--- config.mk ---
export PLATFORM = sky130hd
export DESIGN_NAME = gfx256_pixel_reader_flat
export DESIGN_NICKNAME = d
export VERILOG_FILES = /design/src/rtl/gfx256_pkg.sv /design/src/rtl/gfx256_pixel_reader_if.sv /design/src/rtl/memory_to_color256.sv /design/src/rtl/gfx256_pixel_reader.sv /design/src/flat_wrapper.sv
export SDC_FILE = /design/constraint.sdc
export NUM_CORES = 2
export LEC_CHECK = 0
export ABC_AREA = 1
export CAP_MARGIN = 30
export CORE_ASPECT_RATIO = 1.2
export CORE_UTILIZATION = 33
export CTS_CLUSTER_DIAMETER = 150
export DETAILED_ROUTE_END_ITERATION = 7
export PLACE_DENSITY = 0.63
export SYNTH_ARGS = -nofsm -noshare
export SYNTH_HDL_FRONTEND = slang
export SYNTH_SLANG_ARGS = --single-unit
--- constraint.sdc ---
create_clock -name clk_i -period 3.95 [get_ports clk_i]
set_clock_uncertainty 0.1 [all_clocks]
set_input_delay 0.395 -clock clk_i [delete_from_list [all_inputs] [get_ports clk_i]]
set_output_delay 0.395 -clock clk_i [all_outputs]
set_load 0.005 [all_outputs]
--- src/rtl/gfx256_pkg.sv ---
`default_nettype none
// ============================================================================
// Module   : gfx256_pkg
// Brief    : Shared gfx256 encodings, reader state type and pixel offset helper
// Revision : 1.0 - initial release
// ============================================================================
package gfx256_pkg;

   localparam logic [1:0] CD_8  = 2'b00;
   localparam logic [1:0] CD_16 = 2'b01;
   localparam logic [1:0] CD_32 = 2'b10;

   typedef enum logic [1:0] {
      ST_IDLE   = 2'd0,
      ST_RD_PIX = 2'd1,
      ST_RD_Z   = 2'd2
   } reader_state_t;

   // Byte offset of a linear pixel index; 2'b11 behaves as 32bpp.
   function automatic logic [31:0] fnPixelOffset(input logic [31:0] idx,
                                                 input logic [1:0]  depth);
      case (depth)
         CD_8:    return idx;
         CD_16:   return {idx[30:0], 1'b0};
         default: return {idx[29:0], 2'b00};
      endcase
   endfunction

endpackage
`default_nettype wire

--- src/rtl/gfx256_pixel_reader_if.sv ---
`default_nettype none
// ============================================================================
// Module   : gfx256_pixel_reader_if
// Brief    : 256-bit line read port between the pixel reader and memory
// Revision : 1.0 - initial release
// ============================================================================
interface gfx256_pixel_reader_if;
   logic         read_o;
   logic [31:5]  read_addr_o;
   logic         ack_i;
   logic [255:0] dat_i;

   modport master (output read_o, output read_addr_o, input ack_i, input dat_i);
   modport slave  (input read_o, input read_addr_o, output ack_i, output dat_i);
endinterface
`default_nettype wire

--- src/rtl/memory_to_color256.sv ---
`default_nettype none
// ============================================================================
// Module   : memory_to_color256
// Brief    : Combinational lane extraction of one pixel from a 256-bit line
// Revision : 1.0 - initial release
// ============================================================================
module memory_to_color256
   import gfx256_pkg::*;
(
   input  wire logic [1:0]   i_color_depth,
   input  wire logic [4:0]   i_lane,
   input  wire logic [255:0] i_line,
   output logic      [31:0]  o_color
);

   always_comb begin
      o_color = 32'd0;
      case (i_color_depth)
         CD_8:    o_color = {24'd0, i_line[{i_lane, 3'b000} +: 8]};
         CD_16:   o_color = {16'd0, i_line[{i_lane[4:1], 4'b0000} +: 16]};
         default: o_color = i_line[{i_lane[4:2], 5'b00000} +: 32];
      endcase
   end

endmodule
`default_nettype wire

--- src/rtl/gfx256_pixel_reader.sv ---
`default_nettype none
// ============================================================================
// Module   : gfx256_pixel_reader
// Brief    : Fetches a pixel colour (and optional 16-bit depth) by line reads.
//            Define GFX256_READER_CACHE_EN for a one-entry pixel line cache.
// Revision : 1.0 - initial release
// ============================================================================
module gfx256_pixel_reader
   import gfx256_pkg::*;
#(
   parameter int POINT_WIDTH = 16
) (
   input  wire logic                   clk_i,
   input  wire logic                   rst_i,
   input  wire logic [31:5]            target_base_i,
   input  wire logic [31:5]            zbuffer_base_i,
   input  wire logic [POINT_WIDTH-1:0] target_size_x_i,
   input  wire logic [1:0]             color_depth_i,
   input  wire logic                   zbuffer_enable_i,
   input  wire logic [POINT_WIDTH-1:0] pixel_x_i,
   input  wire logic [POINT_WIDTH-1:0] pixel_y_i,
   input  wire logic                   read_i,
   input  wire logic                   invalidate_i,
   gfx256_pixel_reader_if.master       mem,
   output logic                        ack_o,
   output logic                        busy_o,
   output logic [31:0]                 color_o,
   output logic [POINT_WIDTH-1:0]      z_o
);

   reader_state_t r_state, w_state_nxt;
   logic          r_read, w_read_nxt;
   logic [31:5]   r_addr, w_addr_nxt;
   logic          w_ack_nxt, w_busy_nxt;
   logic          w_color_cap, w_z_cap, w_accept, w_fill;
   logic [31:5]   r_zline;
   logic [4:0]    r_tlane, r_zlane;
   logic [1:0]    r_depth;
   logic          r_zen;

   logic [31:0]   w_idx, w_byte_off, w_z_off;
   logic [31:5]   w_tline, w_zline;
   logic          w_hit;
   logic [255:0]  w_line;
   logic [1:0]    w_sel_depth;
   logic [4:0]    w_sel_lane;
   logic [31:0]   w_color, w_z_color;
   logic          w_z_unused;

   assign w_idx      = 32'(target_size_x_i) * 32'(pixel_y_i) + 32'(pixel_x_i);
   assign w_byte_off = fnPixelOffset(w_idx, color_depth_i);
   assign w_z_off    = fnPixelOffset(w_idx, CD_16);
   assign w_tline    = target_base_i + w_byte_off[31:5];
   assign w_zline    = zbuffer_base_i + w_z_off[31:5];

   // In IDLE the only capture is a cache hit, taken straight from the live request.
   assign w_sel_depth = (r_state == ST_IDLE) ? color_depth_i    : r_depth;
   assign w_sel_lane  = (r_state == ST_IDLE) ? w_byte_off[4:0]  : r_tlane;

`ifdef GFX256_READER_CACHE_EN
   logic         r_valid;
   logic [31:5]  r_tag;
   logic [255:0] r_cache_line;

   always_ff @(posedge clk_i or posedge rst_i) begin
      if (rst_i) begin
         r_valid      <= 1'b0;
         r_tag        <= '0;
         r_cache_line <= '0;
      end else begin
         if (invalidate_i)
            r_valid <= 1'b0;
         else if (w_fill)
            r_valid <= 1'b1;
         if (w_fill) begin
            r_tag        <= r_addr;
            r_cache_line <= mem.dat_i;
         end
      end
   end

   assign w_hit  = r_valid && (r_tag == w_tline);
   assign w_line = (r_state == ST_IDLE) ? r_cache_line : mem.dat_i;
`else
   logic w_cache_unused;
   assign w_hit          = 1'b0;
   assign w_line         = mem.dat_i;
   assign w_cache_unused = invalidate_i ^ w_fill;
`endif

   memory_to_color256 u_pix_extract (
      .i_color_depth (w_sel_depth),
      .i_lane        (w_sel_lane),
      .i_line        (w_line),
      .o_color       (w_color)
   );

   memory_to_color256 u_z_extract (
      .i_color_depth (CD_16),
      .i_lane        (r_zlane),
      .i_line        (mem.dat_i),
      .o_color       (w_z_color)
   );

   assign w_z_unused = ^w_z_color;

   always_comb begin
      w_state_nxt = r_state;
      w_read_nxt  = r_read;
      w_addr_nxt  = r_addr;
      w_ack_nxt   = 1'b0;
      w_busy_nxt  = busy_o;
      w_color_cap = 1'b0;
      w_z_cap     = 1'b0;
      w_accept    = 1'b0;
      w_fill      = 1'b0;
      case (r_state)
         ST_IDLE: begin
            if (read_i) begin
               w_accept   = 1'b1;
               w_busy_nxt = 1'b1;
               if (w_hit) begin
                  w_color_cap = 1'b1;
                  if (zbuffer_enable_i) begin
                     w_state_nxt = ST_RD_Z;
                     w_read_nxt  = 1'b1;
                     w_addr_nxt  = w_zline;
                  end else begin
                     w_ack_nxt  = 1'b1;
                     w_busy_nxt = 1'b0;
                  end
               end else begin
                  w_state_nxt = ST_RD_PIX;
                  w_read_nxt  = 1'b1;
                  w_addr_nxt  = w_tline;
               end
            end
         end
         ST_RD_PIX: begin
            if (mem.ack_i) begin
               w_color_cap = 1'b1;
               w_fill      = 1'b1;
               if (r_zen) begin
                  w_state_nxt = ST_RD_Z;
                  w_addr_nxt  = r_zline;
               end else begin
                  w_state_nxt = ST_IDLE;
                  w_read_nxt  = 1'b0;
                  w_ack_nxt   = 1'b1;
                  w_busy_nxt  = 1'b0;
               end
            end
         end
         ST_RD_Z: begin
            if (mem.ack_i) begin
               w_z_cap     = 1'b1;
               w_state_nxt = ST_IDLE;
               w_read_nxt  = 1'b0;
               w_ack_nxt   = 1'b1;
               w_busy_nxt  = 1'b0;
            end
         end
         default: w_state_nxt = ST_IDLE;
      endcase
   end

   always_ff @(posedge clk_i or posedge rst_i) begin
      if (rst_i) begin
         r_state <= ST_IDLE;
         r_read  <= 1'b0;
         r_addr  <= '0;
         ack_o   <= 1'b0;
         busy_o  <= 1'b0;
         color_o <= '0;
         z_o     <= '0;
         r_zline <= '0;
         r_tlane <= '0;
         r_zlane <= '0;
         r_depth <= CD_8;
         r_zen   <= 1'b0;
      end else begin
         r_state <= w_state_nxt;
         r_read  <= w_read_nxt;
         r_addr  <= w_addr_nxt;
         ack_o   <= w_ack_nxt;
         busy_o  <= w_busy_nxt;
         if (w_color_cap)
            color_o <= w_color;
         if (w_z_cap)
            z_o <= w_z_color[POINT_WIDTH-1:0];
         if (w_accept) begin
            r_zline <= w_zline;
            r_tlane <= w_byte_off[4:0];
            r_zlane <= w_z_off[4:0];
            r_depth <= color_depth_i;
            r_zen   <= zbuffer_enable_i;
         end
      end
   end

   assign mem.read_o      = r_read;
   assign mem.read_addr_o = r_addr;

endmodule
`default_nettype wire

--- src/flat_wrapper.sv ---
// flat-port wrapper written by rule: the top's interface ports become plain ports
module gfx256_pixel_reader_flat import gfx256_pkg::*;
#(
   parameter int POINT_WIDTH = 16
)
  (clk_i, rst_i, target_base_i, zbuffer_base_i, target_size_x_i, color_depth_i, zbuffer_enable_i, pixel_x_i, pixel_y_i, read_i, invalidate_i, ack_o, busy_o, color_o, z_o, mem_read_o, mem_read_addr_o, mem_ack_i, mem_dat_i);
  gfx256_pixel_reader_if mem_i ();
  input  wire logic clk_i;
  input  wire logic rst_i;
  input  wire logic [31:5] target_base_i;
  input  wire logic [31:5] zbuffer_base_i;
  input  wire logic [POINT_WIDTH-1:0] target_size_x_i;
  input  wire logic [1:0] color_depth_i;
  input  wire logic zbuffer_enable_i;
  input  wire logic [POINT_WIDTH-1:0] pixel_x_i;
  input  wire logic [POINT_WIDTH-1:0] pixel_y_i;
  input  wire logic read_i;
  input  wire logic invalidate_i;
  output logic ack_o;
  output logic busy_o;
  output logic [31:0] color_o;
  output logic [POINT_WIDTH-1:0] z_o;
  output wire logic [$bits(mem_i.read_o)-1:0] mem_read_o;
  output wire logic [$bits(mem_i.read_addr_o)-1:0] mem_read_addr_o;
  input wire logic [$bits(mem_i.ack_i)-1:0] mem_ack_i;
  input wire logic [$bits(mem_i.dat_i)-1:0] mem_dat_i;
  assign mem_read_o = mem_i.read_o;
  assign mem_read_addr_o = mem_i.read_addr_o;
  assign mem_i.ack_i = mem_ack_i;
  assign mem_i.dat_i = mem_dat_i;
  gfx256_pixel_reader #(.POINT_WIDTH(POINT_WIDTH)) u_core (.clk_i(clk_i), .rst_i(rst_i), .target_base_i(target_base_i), .zbuffer_base_i(zbuffer_base_i), .target_size_x_i(target_size_x_i), .color_depth_i(color_depth_i), .zbuffer_enable_i(zbuffer_enable_i), .pixel_x_i(pixel_x_i), .pixel_y_i(pixel_y_i), .read_i(read_i), .invalidate_i(invalidate_i), .mem(mem_i), .ack_o(ack_o), .busy_o(busy_o), .color_o(color_o), .z_o(z_o));
endmodule
# Word-level counts from Yosys, hierarchy flattened
# Cells that the tools add are included.
[word_totals]
inputBits = 366
regBits = 118
output_inout_bits = 78
[op_classes]
n_eq_ne = 9
addsub = 3
n_mul = 1
n_mux = 26
n_reduce_logical = 8
shifts = 4
[ops]
columns = ["cell", "n"]
rows = [
  ["$shiftx A256 B9 Y16", 2],
  ["$shiftx A256 B9 Y32", 1],
  ["$shiftx A256 B9 Y8", 1],
  ["$pmux W32 S2", 2],
  ["$mux W27", 3],
  ["$add A27 B27 Y27", 2],
  ["$pmux W27 S2", 1],
  ["$add A32 B16 Y32", 1],
  ["$mul A16 B16 Y32", 1],
  ["$mux W1", 11],
  ["$mux W2", 5],
  ["$ne A2 B2 Y1 const B", 4],
  ["$eq A2 B1 Y1 const B", 3],
  ["$logic_not A2 Y1", 3],
  ["$pmux W2 S3", 1],
  ["$mux W5", 1],
  ["$reduce_and A5 Y1", 1],
  ["$reduce_and A4 Y1", 1],
  ["$pmux W1 S3", 1],
  ["$reduce_and A3 Y1", 1],
  ["$reduce_bool A3 Y1", 1],
  ["$eq A2 B2 Y1 const B", 1],
  ["$ne A2 B1 Y1 const B", 1],
  ["$pmux W1 S2", 1],
  ["$reduce_bool A2 Y1", 1],
]

# Longest topological paths before layout
[logic_depth]
ltp_word = 6
depth_mapped = 42

# Cells and area by module
# A second synthesis with hierarchy kept.
[hier_totals]
hier_cells = 5123
area_unflattened_um2 = 30230.2
[by_module_without_submodules]
columns = ["module", "n_inst", "cells_each", "area_per_inst_um2", "seq_area_each_um2"]
rows = [
  ["gfx256_pixel_reader", 1, 2367, 17563.1, 2952.8],
  ["memory_to_color256", 2, 1378, 6333.6, 0.0],
]

# Worst setup path after synthesis
# Ideal clock, no wire load.
[synth_path]
kind = "input to register"
start = "input pixel_y_i[1]"
end = "register u_core.r_addr, in the netlist u_core.mem.read_addr_o[30]"
required_ns = 3.727
path_slack_ns = -3.132
arrival_time_ns = 6.859
n_path_buf = 2
cell_stages = 30
setup_time_ns = 0.123
cell_sequence = "clkbuf_1 clkbuf_1 nand2_1 fa_1 fa_1 fa_1 fa_1 inv_1 fa_1 inv_1 fa_1 inv_1 ha_1 nand2_1 nor2_1 nand3_1 nand3_1 nand3_1 nand3_1 xor2_1 o22ai_1 a31oi_1 ha_1 a21o_1 a31oi_1 o21ai_0 a221oi_1 a21oi_1 o21ai_0 nand2_1"
[synth_between]
elab_chain_len = 6
[synth_rtl]
columns = ["item", "line", "text"]
rows = [
  ["start, declared", "flat_wrapper.sv:16", "input wire logic [POINT_WIDTH-1:0] pixel_y_i;"],
  ["$mul A16 B16 Y32", "gfx256_pixel_reader.sv:50", "assign w_idx = 32'(target_size_x_i) * 32'(pixel_y_i) + 32'(pixel_x_i);"],
  ["$add A32 B16 Y32", "gfx256_pixel_reader.sv:50", ""],
  ["$pmux W32 S2", "gfx256_pkg.sv:22", "case (depth)"],
  ["$add A27 B27 Y27", "gfx256_pixel_reader.sv:53", "assign w_tline = target_base_i + w_byte_off[31:5];"],
  ["$mux W27", "gfx256_pixel_reader.sv:119", "if (read_i) begin"],
  ["$pmux W27 S2", "gfx256_pixel_reader.sv:117", "case (r_state)"],
  ["end signal, assigned", "gfx256_pixel_reader.sv:184", "r_addr <= w_addr_nxt;"],
  ["end, declared", "gfx256_pixel_reader.sv:33", "logic [31:5] r_addr, w_addr_nxt;"],
]
# No other way between the ends. The select of a mux whose other input is x is not followed.
# A chain may end at the register's enable or synchronous reset.

# Final worst setup path
[layout_path]
start = "input target_size_x_i[12]"
end = "register u_core.r_addr, in the netlist u_core.mem.read_addr_o[30]"
[layout_between]
elab_chain_len = 6
[layout_rtl]
columns = ["item", "line", "text"]
rows = [
  ["start, declared", "flat_wrapper.sv:12", "input wire logic [POINT_WIDTH-1:0] target_size_x_i;"],
  ["$mul A16 B16 Y32", "gfx256_pixel_reader.sv:50", ""],
  ["$add A32 B16 Y32", "gfx256_pixel_reader.sv:50", ""],
  ["$pmux W32 S2", "gfx256_pkg.sv:22", ""],
  ["$add A27 B27 Y27", "gfx256_pixel_reader.sv:53", ""],
  ["$mux W27", "gfx256_pixel_reader.sv:119", ""],
  ["$pmux W27 S2", "gfx256_pixel_reader.sv:117", ""],
]
# No other way between the ends. The select of a mux whose other input is x is not followed.

==> reports/metrics.yaml <==
clk_latency_ps: 480
setup_slack_ps: -2730
drtIter0Drc: 3655
boundaryPins: 444
crit_fanout: 10
tns_ps: -141640
synth_warnings: 0
ys_top_cells_by_area: "fa_1 16%, nand2_1 14%, dfrtp_1 11%, inv_1 9.8%, ha_1 7.6%"
syn_area_mm2: 0.0271
cts_root_buffer: "clkbuf_16"
yosysSeqAreaShare_pct: 10.9
cp_data_required_time_ps: 4230
crit_buf_inv: 10
timing.max_slew.rel_slack_pct: 29.8
max_freq_mhz: 150
synth-edff-count: 0
period_needed_ps: 6680
core_mm2: 0.0809
maxSlewViolCount: 0
endpoint_kind: "register"
violations: "negative setup slack"
wirelength_mm: 140
grt_pass1_vias: 33535
worstSetupPathType: "input pin to register"
slowest_stage: "fa_1"
worstRegToRegCells: 14
fill_cells: 7823
dp.cells: 6147
ctsHoldBuffers: 0
synthArstFlopShare_pct: 100
cp.arrival_ps: 6960
synth_top_area_share_pct: 15.7
drv_cap: 0
grt_overflow: 0
yosys.area.top_type: "fa_1"
antenna_found_initial: 7
numPortBuffers: 442
ctsLongestPathBuffers: 2
max_stage_delay_ps: 520
critical_path.top_delay_family: "adder cells"
holdCritPathClass: "input pin to asynchronous set/reset pin"
cts_tree: "built"
place.gp.congestion: 1.06
tightest_slew_ps: 1050
yosysUniqueCellTypes: 49
setup_violations: 85
routedWlPerCell_um: 22.3
ys_seq_elements: 118
clock-sinks: 118
drtPass1Iterations: 6
die_w_um: 263
syn_to_final_growth_pct: 56.7
h-tree-depth: 4
status: "finished with violations"
vias: 34397
fin_crit_sh_pct: 169
cts-buffers-inserted: 17
dp_hpwl_mm: 108
yosysMostFrequentCell: "nand2_1"
synth-main-ff-cell: "dfrtp_1"
multi_input_area_mm2: 0.0240
drc_errors: 0
path_clk_slew_ps: 70
grt.total_usage_pct: 32.3
start_util_pct: 33.5
cp_num_cells: 36
seqCellArea_mm2: 0.00295
worstSetupStartpointType: "input pin"
cpMostUsedCell: "fa_1"
finalNonFillerCells: 6276
drive_gt1_share_pct: 27.4
die_y_um: 316
avgSynthCellArea_um2: 6.22
grt_max_degree: 109
num_rows: 114
syn_inst: 4350
dieArea_mm2: 0.0832
synth_commonest_cells: "1016 x nand2_1, 705 x inv_1, 379 x o21ai_0, 329 x a21oi_1, 290 x nor2_1"
hold_viol: 0
drtAntennaViolNets: 0
rsz0062_at_grt: "yes"
avgViaCountPerCell: 5.48
grt_pass1_wl_mm: 203
syn-num-nets: 5093
fin_nets: 5958
-- final cells by class --
cell class / count / share of cell area (%)
Clock buffer: 18 / 1.04
Inverter: 715 / 6.40
Sequential cell: 118 / 6.96
Clock inverter: 14 / 0.439
Timing Repair Buffer: 1147 / 25.5
Antenna cell: 4 / 0.0236
Tap cell: 1044 / 3.08
Multi-Input combinational cell: 3216 / 56.6
-- worst paths after layout --
kind | from | end | slack, ps
worst max-delay path | target_size_x_i[12] | u_core.mem.read_addr_o[30] | -2730
worst min-delay path | rst_i | u_core.mem.read_addr_o[9] | 280
worst max register to register | u_core.r_state[0] | u_core.color_o[6] | 1020
worst min register to register | u_core.r_zline[7] | u_core.r_zline[7] | 380
max in group asynchronous | rst_i | u_core.r_zline[27] | 2610
min in group clk_i | u_core.r_zline[7] | u_core.r_zline[7] | 380
-- metrics by stage --
| stage | area, um2 | hold slack, ps | setup slack [ps] | util [%] |
|---|---|---|---|---|
| floorplan | 28400 | 348 | -2720 | - |
| global placement | 37500 | 359 | -3860 | 46.3 |
| detailed placement | 37500 | 358 | -3850 | 46.3 |
| CTS | 39800 | 284 | -2780 | 49.2 |
| global route | 42400 | 342 | -3010 | 52.5 |
| finish | 42400 | 284 | -2730 | 52.5 |
-- what timing repair did --
action                     in CTS  in global routing
pin swaps                     141                282
resized for setup             410                577
setup endpoints to repair      87                 87
gates cloned                    5                  3
setup buffers                  45                 57
-- cells in the final DEF, fill, tap and decap left out, types with 13 or more instances in the layout --
cell             netlist  routed
inv_2                  7      93
nand3_4                0      18
clkbuf_16              0      20
ha_1                 165      96
a32o_1                14      14
buf_6                 13     112
ha_4                   0      66
nor2_2                 2      25
nor2_4                 0      34
o22ai_1               27      13
nand3_1              287     238
nand2_4                1      50
nand2_2                3      95
a31oi_1               30      19
nand2_1             1016     872
o21ai_4                0      13
a21oi_4                0      28
nand3_2                0      31
o221ai_2               0      15
fa_1                 212     192
o21ai_0              379     309
fa_2                   0      20
o21ai_1               67     104
a21oi_1              329     264
o21ai_2                1      21
clkdlybuf4s50_1        0     410
a21oi_2                0      37
buf_4                 12     539
nor2_1               290     233
buf_12                 0      48
inv_1                705     606
dfrtp_1              118     117
o211ai_1             223     223
-- kinds of logic after synthesis --
family | synth area share (%)
AND/OR/NAND/NOR | 24.8
AO/OA/AOI/OAI | 24.6
buffers and inverters | 15.0
adder cells (fa/ha/maj) | 23.3
flip-flops | 10.9
XOR/XNOR | 1.33
-- worst reg2reg max path: stages, from the launching register on --
cell,delay [ps]
dfrtp_1,400
inv_1,110
ha_1,250
buf_4,250
nand4_1,240
nand2_8,170
buf_12,220
buf_12,210
o21ai_0,100
o21ai_1,280
buf_4,190
o211ai_1,90
nand2_1,80
nor2_1,40
a21oi_1,120
-- layer usage --
metal	GRT usage [%]	wire (um)
met1	37.4	51500
met3	5.63	11200
met2	55.0	66000
met4	21.3	11200
met5	0	57
-- registers in the layout, indices dropped and copies added, names as in the netlist, 2 cells and up --
register,count
u_core.z_o,16
u_core.r_tlane,5
u_core.r_depth,2
u_core.mem.read_addr_o,27
u_core.color_o,32
u_core.r_state,2
u_core.r_zline,27
u_core.r_zlane,4
Power is not shown: default switching activity piles up to over one toggle a cycle in this logic, so the estimate is an artifact.
